$ cat src/rtl/note_key_tx.sv
// note_key_tx: 16-key debouncer and lowest-key priority encoder driving a UART 8N1 transmitter.
// Build option NOTE_RELEASE_EN: releasing all keys also transmits a 0x00 frame.
module note_key_tx #(
    parameter int unsigned CLKS_PER_BIT    = 10417,
    parameter int unsigned DEBOUNCE_CYCLES = 100000
) (
    input  logic        clk,
    input  logic        rst_n,
    input  logic [15:0] keys,
    output logic        tx,
    output logic        tx_busy,
    output logic [7:0]  cur_code,
    output logic        frame_done
);
    localparam int unsigned NKEYS  = 16;
    localparam int unsigned CODE_W = 8;
    localparam int unsigned DB_W   = (DEBOUNCE_CYCLES > 1) ? $clog2(DEBOUNCE_CYCLES) : 1;
    localparam int unsigned BAUD_W = (CLKS_PER_BIT > 1) ? $clog2(CLKS_PER_BIT) : 1;
    localparam logic [DB_W-1:0]   DB_LAST   = DB_W'(DEBOUNCE_CYCLES - 1);
    localparam logic [BAUD_W-1:0] BAUD_LAST = BAUD_W'(CLKS_PER_BIT - 1);

    typedef enum logic [1:0] {S_IDLE, S_START, S_DATA, S_STOP} state_t;

    logic [NKEYS-1:0]  r_sync1, r_sync2, r_cand, r_stable;
    logic [DB_W-1:0]   r_db_cnt;
    logic [CODE_W-1:0] r_cur_code, r_last_code, r_pend_code;
    logic              r_pending;
    logic [CODE_W-1:0] w_code;
    logic              w_changed, w_queue, w_load;

    state_t            r_state, w_state_nxt;
    logic [BAUD_W-1:0] r_baud, w_baud_nxt;
    logic [2:0]        r_bit_idx, w_bit_idx_nxt;
    logic [7:0]        r_shift, w_shift_nxt;
    logic              r_tx, w_tx_nxt;
    logic              r_busy, w_busy_nxt;
    logic              r_done, w_done_nxt;

    // Synchronise the key vector and accept it once it has held still long enough.
    always_ff @(posedge clk) begin
        if (!rst_n) begin
            r_sync1  <= '0;
            r_sync2  <= '0;
            r_cand   <= '0;
            r_stable <= '0;
            r_db_cnt <= '0;
        end else begin
            r_sync1 <= keys;
            r_sync2 <= r_sync1;
            if (r_sync2 != r_cand) begin
                r_cand   <= r_sync2;
                r_db_cnt <= '0;
            end else begin
                if (r_db_cnt != DB_LAST) begin
                    r_db_cnt <= r_db_cnt + DB_W'(1);
                end
                if (r_db_cnt == DB_LAST) begin
                    r_stable <= r_cand;
                end
            end
        end
    end

    // Lowest pressed key wins; code is 1-based, 0 means nothing pressed.
    always_comb begin
        w_code = '0;
        for (int i = int'(NKEYS) - 1; i >= 0; i--) begin
            if (r_stable[i]) begin
                w_code = CODE_W'(i + 1);
            end
        end
    end

    assign w_changed = (r_cur_code != r_last_code);
`ifdef NOTE_RELEASE_EN
    assign w_queue = w_changed;
`else
    assign w_queue = w_changed && (r_cur_code != '0);
`endif

    // Latest change overwrites a frame that has not started yet.
    always_ff @(posedge clk) begin
        if (!rst_n) begin
            r_cur_code  <= '0;
            r_last_code <= '0;
            r_pend_code <= '0;
            r_pending   <= 1'b0;
        end else begin
            r_cur_code <= w_code;
            if (w_changed) begin
                r_last_code <= r_cur_code;
            end
            if (w_queue) begin
                r_pend_code <= r_cur_code;
                r_pending   <= 1'b1;
            end else if (w_load) begin
                r_pending <= 1'b0;
            end
        end
    end

    always_ff @(posedge clk) begin
        if (!rst_n) begin
            r_state   <= S_IDLE;
            r_baud    <= '0;
            r_bit_idx <= '0;
            r_shift   <= '0;
            r_tx      <= 1'b1;
            r_busy    <= 1'b0;
            r_done    <= 1'b0;
        end else begin
            r_state   <= w_state_nxt;
            r_baud    <= w_baud_nxt;
            r_bit_idx <= w_bit_idx_nxt;
            r_shift   <= w_shift_nxt;
            r_tx      <= w_tx_nxt;
            r_busy    <= w_busy_nxt;
            r_done    <= w_done_nxt;
        end
    end

    // Baud counter reloads on every state/bit entry; outputs follow the next state.
    always_comb begin
        w_state_nxt   = r_state;
        w_baud_nxt    = r_baud;
        w_bit_idx_nxt = r_bit_idx;
        w_shift_nxt   = r_shift;
        w_load        = 1'b0;
        w_tx_nxt      = 1'b1;
        w_busy_nxt    = 1'b0;
        w_done_nxt    = 1'b0;

        case (r_state)
            S_IDLE: begin
                if (r_pending) begin
                    w_load      = 1'b1;
                    w_shift_nxt = r_pend_code;
                    w_baud_nxt  = BAUD_LAST;
                    w_state_nxt = S_START;
                end
            end
            S_START: begin
                if (r_baud == '0) begin
                    w_baud_nxt    = BAUD_LAST;
                    w_bit_idx_nxt = '0;
                    w_state_nxt   = S_DATA;
                end else begin
                    w_baud_nxt = r_baud - BAUD_W'(1);
                end
            end
            S_DATA: begin
                if (r_baud == '0) begin
                    w_baud_nxt = BAUD_LAST;
                    if (r_bit_idx == 3'd7) begin
                        w_state_nxt = S_STOP;
                    end else begin
                        w_bit_idx_nxt = r_bit_idx + 3'd1;
                    end
                end else begin
                    w_baud_nxt = r_baud - BAUD_W'(1);
                end
            end
            S_STOP: begin
                if (r_baud == '0) begin
                    w_state_nxt = S_IDLE;
                end else begin
                    w_baud_nxt = r_baud - BAUD_W'(1);
                end
            end
            default: w_state_nxt = S_IDLE;
        endcase

        case (w_state_nxt)
            S_START: w_tx_nxt = 1'b0;
            S_DATA:  w_tx_nxt = w_shift_nxt[w_bit_idx_nxt];
            default: w_tx_nxt = 1'b1;
        endcase
        w_busy_nxt = (w_state_nxt != S_IDLE);
        w_done_nxt = (w_state_nxt == S_STOP) && (w_baud_nxt == '0);
    end

    assign tx         = r_tx;
    assign tx_busy    = r_busy;
    assign cur_code   = r_cur_code;
    assign frame_done = r_done;

endmodule

$ cat config.mk
export PLATFORM = sky130hd
export DESIGN_NAME = note_key_tx
export DESIGN_NICKNAME = d
export VERILOG_FILES = /design/src/rtl/note_key_tx.sv
export SDC_FILE = /design/constraint.sdc
export NUM_CORES = 1
export LEC_CHECK = 0
export CAP_MARGIN = 25
export CORE_MARGIN = 4
export CORE_UTILIZATION = 26
export CTS_CLUSTER_SIZE = 20
export DETAILED_ROUTE_END_ITERATION = 8
export REMOVE_ABC_BUFFERS = 1
export SLEW_MARGIN = 20
export SYNTH_ARGS = -nofsm -noshare
export SYNTH_HDL_FRONTEND = slang
export SYNTH_SLANG_ARGS = --single-unit
$ cat constraint.sdc
create_clock -name clk -period 7 [get_ports clk]
set_input_delay 0.7 -clock clk [delete_from_list [all_inputs] [get_ports clk]]
set_output_delay 0.7 -clock clk [all_outputs]
set_load 0.005 [all_outputs]
# [Word-level counts from Yosys, hierarchy flattened]
# Index checks and enable logic that the tools add are counted.
# Widths: inputs -> output; s select.
[op_classes] addsub=3 order_cmp=1 eq_ne=11 mux=39 n_bitwise=2 n_reduce_logical=15
[op_table] cell="$mux 14" n=3
[op_table] cell="$pmux 14 s3" n=1
[op_table] cell="$mux 4" n=8
[op_table] cell="$logic_not 14->1" n=2
[op_table] cell="$mux 3" n=7
[op_table] cell="$add 17x1->17 const B" n=1
[op_table] cell="$eq 17x17->1 const B" n=1
[op_table] cell="$ne 17x17->1 const B" n=1
[op_table] cell="$mux 8" n=2
[op_table] cell="$ne 16x16->1" n=1
[op_table] cell="$reduce_or 16->1" n=1
[op_table] cell="$mux 2" n=7
[op_table] cell="$sub 14x1->14 const B" n=1
[op_table] cell="$eq 2x2->1 const B" n=4
[op_table] cell="$pmux 2 s4" n=1
[op_table] cell="$reduce_bool 8->1" n=1
[op_table] cell="$reduce_or 8->1" n=1
[op_table] cell="$mux 1" n=6
[op_table] cell="$pmux 3 s2" n=1
[op_table] cell="$reduce_or 2->1" n=3
[op_table] cell="$mux 5" n=1
[op_table] cell="$ne 5x5->1" n=1
[op_table] cell="$eq 2x1->1 const B" n=2
[op_table] cell="$lt 3x4->1 const B" n=1
[op_table] cell="other kinds (10)" n=13
[totals] register_bits=127

# [Longest topological paths before layout]
[logic_depth] ltp_word=16 depth_mapped=11 ltp_nobuf=10

# [Least setup slack after synthesis]
# No wires, ideal clock.
[synth_timing] path_kind="register to register" startpoint="register r_baud[0]" endpoint="register r_tx, in the netlist tx" setup_time_ps=125 arrival_time_ps=2211 setup_slack_ps=4664 path_stages_with_launch=10 n_path_buf=0 synth_period_minus_slack_ps=2336 cell_sequence="dfxtp_1 inv_1 ha_1 nor3b_1 nand4_1 a21bo_1 o22ai_1 mux2i_1 o21ai_1 o41a_1"
[synth_between] elab_chain_cells=6 word_cells_on_any_way=13 cone_classes="eq/ne: 2; mux: 10; reduce/logical: 1"
[synth_lines] item="from (decl)" line_no="32" source="logic [BAUD_W-1:0] r_baud, w_baud_nxt;"
[synth_lines] item="from (signal assigned)" line_no="113" source="r_baud <= w_baud_nxt;"
[synth_lines] item="$logic_not 14->1 *" line_no="143, 152, 164"
[synth_lines] item="$mux 3, on equally long branches" line_no="152, 143"
[synth_lines] item="$pmux 3 s2" line_no="133" source="case (r_state)"
[synth_lines] item="$bmux 1 s3" line_no="175" source="S_DATA: w_tx_nxt = w_shift_nxt[w_bit_idx_nxt];"
[synth_lines] item="$mux 1 (not written as such)" line_no="175"
[synth_lines] item="$pmux 1 s2 *" line_no="173" source="case (w_state_nxt)"
[synth_lines] item="to (signal assigned)" line_no="116" source="r_tx <= w_tx_nxt;"
[synth_lines] item="to (decl)" line_no="35" source="logic r_tx, w_tx_nxt;"
# Every way passes the cells marked *; elsewhere a longest branch is shown, timed or not. The select of a mux whose other input is x is not followed.
# A chain may end at the register's enable or synchronous reset.

# [Worst setup path in the final report]
[layout_timing] startpoint="register r_baud[0]" endpoint="register r_done, in the netlist frame_done"
[layout_between] elab_chain_cells=5 word_cells_on_any_way=13 cone_classes="add/sub: 1; eq/ne: 1; mux: 8; reduce/logical: 3"
[layout_lines] item="$sub 14x1->14 / $logic_not 14->1 (equally long branches)"
[layout_lines] item="$mux 14, or another cell as far along" line_no="164" source="if (r_baud == '0) begin"
[layout_lines] item="$pmux 14 s3 / $pmux 2 s4 (equally long branches)" line_no="133"
[layout_lines] item="$logic_not 14->1 / $eq 2x2->1 (equally long branches)" line_no="179" source="w_done_nxt = (w_state_nxt == S_STOP) && (w_baud_nxt == '0);"
[layout_lines] item="$logic_and 1x1->1 *" line_no="179"
[layout_lines] item="to (signal assigned)" line_no="118" source="r_done <= w_done_nxt;"
[layout_lines] item="to (decl)" line_no="37" source="logic r_done, w_done_nxt;"
# Every way passes the cells marked *; elsewhere a longest branch is shown, timed or not.

==> out/qor.csv <==
stage,metric,value,unit
outcome,status,"complete, no violations",
die,Initial Utilization,26.5,%
job,maxcap violations,0,
yosys,"Avg Cell Area, Syn",9.47,um^2
power_and_ir_drop,VDD IR max,0.000157,V
yosys,Synth cell types,55,
timing,setup violators final,0,
power_and_ir_drop,Static Leak,2.62,nW
cts,post-CTS setup buffers,0,
place,placed insts,818,
global_route,vias in the first global route,3507,
routing,post-route ant nets,0,
timing,Worst-Margin Slew,870,ps
yosys,"area leader, netlist",dfxtp_1,
setup_path,worst path bufs/invs,1,
cts,Clock Tree Root,clkbuf_16,
cts,latest clock arrival within the worst-skew pair,410,ps
routing,DR WL/cell,11.4,um
timing,setup TNS,0,ps
layout,Finished Layout Cells,849,
cts,post_cts resized,0,
setup_path,"delay-heaviest family, CP",simple AND/OR/NAND/NOR gates,
yosys,Yosys reg bits,127,
die,Core Area,19500,um^2
timing,unrepaired setup endpoints after global routing,false,
routing,DRC viols,0,
cts,"Reg clk slew, reported paths",50,ps
die,row count,51,
place,Final GP Congestion,0.824,
cts,H-tree levels,4,
yosys,async set-reset flop share out of synthesis,0,%
global_route,global-route wire length before repair,16.7,mm
global_route,largest net degree at the start of global routing,70,
yosys,number of synthesized flops with an enable pin,0,
timing,Final Hold Fails,0,
yosys,Post-Syn Area,5180,um^2
setup_path,crit-path cells,inv_1 > ha_1 > nor3b_1 > nand4_1 > a21oi_1 > a31oi_1 > o22a_1 > nor3_1 > nand4_1 > nor4_1,
yosys,register area share after synthesis,49.1,%
layout,number of fill cells,2063,
timing,fmax,0.331,GHz
power_and_ir_drop,PwrDens,264,nW/um^2
die,I/O pin cnt,29,
cts,Max clock buf depth,2,
setup_path,crit-path max cell delay,560,ps
routing,Initial DRT Pass Iterations,4,
timing,clock skew,6.66,ps
global_route,gr ovfl total,0,
yosys,Ys Warns,0,
timing,final period utilization,43.2,%
layout,nets,600,
layout,"most common cell after layout, fill and taps aside",dfxtp_1,
layout,"commonest non-fill, non-tap cells in the layout","127 x dfxtp_1, 70 x nor2_1, 63 x and2_1, 29 x mux2i_1",
global_route,initial antenna violation count,0,
die,width of the die,149,um
setup_path,critical path peak fanout,12,
routing,Routed WL,9.71,mm
place,port bufs,25,
routing,Iteration-0 DRC Markers,243,
timing,Final min period,3020,ps
die,DIE AREA,22300,um^2
global_route,Overall Global Routing Usage,9.31,%
yosys,ys flop type,dfxtp_1,
cts,# hold bufs at CTS,0,
power_and_ir_drop,Total Power,1.66,mW
setup_path,WP data required,7310,ps
timing,Rel. slew slack,41.8,%
setup_path,CP Launch Type,flip-flop,
timing,WHS,428,ps
layout,n_diodes,0,
place,post-detail-place hpwl,6.55,mm
setup_path,critical setup path kind,flip-flop to flip-flop,
yosys,Mapped Cells,547,
setup_path,Critical Path Sink Type,flip-flop,
routing,total number of vias,3774,
worst_hold_path,Hold Crit Class,flip-flop to flip-flop,
cts,CTS tree,built,
setup_path,cell mode on critical path,nand4_1,
die,Die Y,149,um
layout,area delta synth->final,21.2,%
cts,clock sinks,127,
setup_path,"Slowest-stage cell, CP",a21oi_1,
cts,CTS Buf Count,17,
layout,layout cells sized above 1,7.02,%
routing,Vias per Instance,4.45,
yosys,top-area cell type share of the netlist area,49.1,%
setup_path,"Arr. time, crit path",3330,ps
yosys,top post-synthesis cells by area,"dfxtp_1 49%, and2_1 7.6%, mux2i_1 5.6%",
timing,max-slew violation count,0,
-- report_power, final --
part	total, mW	switching (mW)	internal [mW]
Clock	0.885	0.291	0.594
Combinational	0.0357	0.0162	0.0195
Sequential	0.740	0.00485	0.735
-- routing by layer --
| metal | up-vias | routed length, um | track usage [%] |
|---|---|---|---|
| met2 | 79 | 4420 | 14.5 |
| li1 | 1924 | - | - |
| met5 | - | 0 | 0 |
| met3 | 11 | 462 | 3.13 |
| met1 | 1760 | 4670 | 11.6 |
| met4 | 0 | 154 | 4.35 |
-- cell type report --
cell class | count | area [um^2] | share of cell area (%)
tap | 265 | 332 | 5.28
multi-input combinational | 388 | 2500 | 39.9
sequential | 127 | 2540 | 40.5
clock buffer | 25 | 495 | 7.89
timing repair buffer | 27 | 260 | 4.14
clock inverter | 6 | 105 | 1.67
inverter | 11 | 41.3 | 0.657
-- cells in the mapped netlist (4+ instances only) --
| library cell | n |
|---|---|
| nand3_1 | 7 |
| a31oi_1 | 6 |
| xor2_1 | 10 |
| nor4_1 | 8 |
| and2_1 | 63 |
| nand2_1 | 24 |
| nor2b_1 | 6 |
| clkbuf_1 | 16 |
| nand4_1 | 14 |
| dfxtp_1 | 127 |
| xnor2_1 | 24 |
| nand2b_1 | 6 |
| nor3_1 | 17 |
| nor2_1 | 70 |
| and3_1 | 7 |
| mux2i_1 | 29 |
| or3_1 | 4 |
| a22oi_1 | 4 |
| o21ai_0 | 12 |
| inv_1 | 11 |
| ha_1 | 10 |
| a21oi_1 | 18 |
-- state kept, by name, indices dropped and copies added, names as in the netlist, 2 cells and up --
register / cells
r_baud: 14
r_pend_code: 5
r_cand: 16
r_sync1: 16
cur_code: 5
r_last_code: 5
r_db_cnt: 17
r_shift: 8
r_sync2: 16
r_stable: 16
r_bit_idx: 3
r_state: 2
-- worst paths after layout --
kind / start / to / slack [ps] / depth (start not counted)
max: r_baud[0] / frame_done / 3980 / 10
min: r_sync1[11] / r_sync2[11] / 430 / 1
max reg2reg: r_baud[0] / frame_done / 3980 / 10
min reg2reg: r_sync1[11] / r_sync2[11] / 430 / 1
-- cells by family after synthesis --
family	Yosys count	synth area share, %
simple gates	243	25.3
flops	127	49.1
compound gates	67	8.60
xor+xnor	34	5.75
buf+inv	34	2.73
mux	31	6.04
fa+ha+maj	10	2.41
other cells	1	0.0724
-- metrics by stage --
step	worst slack, ps	cell area [um^2]	utilization (%)
2_1_floorplan	4590	5090	-
3_3_place_gp	4220	5680	29.1
3_5_place_dp	4080	5680	29.1
4_1_cts	4030	6280	32.2
5_1_grt	3680	6280	32.2
6_report	3980	6280	32.2
(Power assumes the default switching activity.)
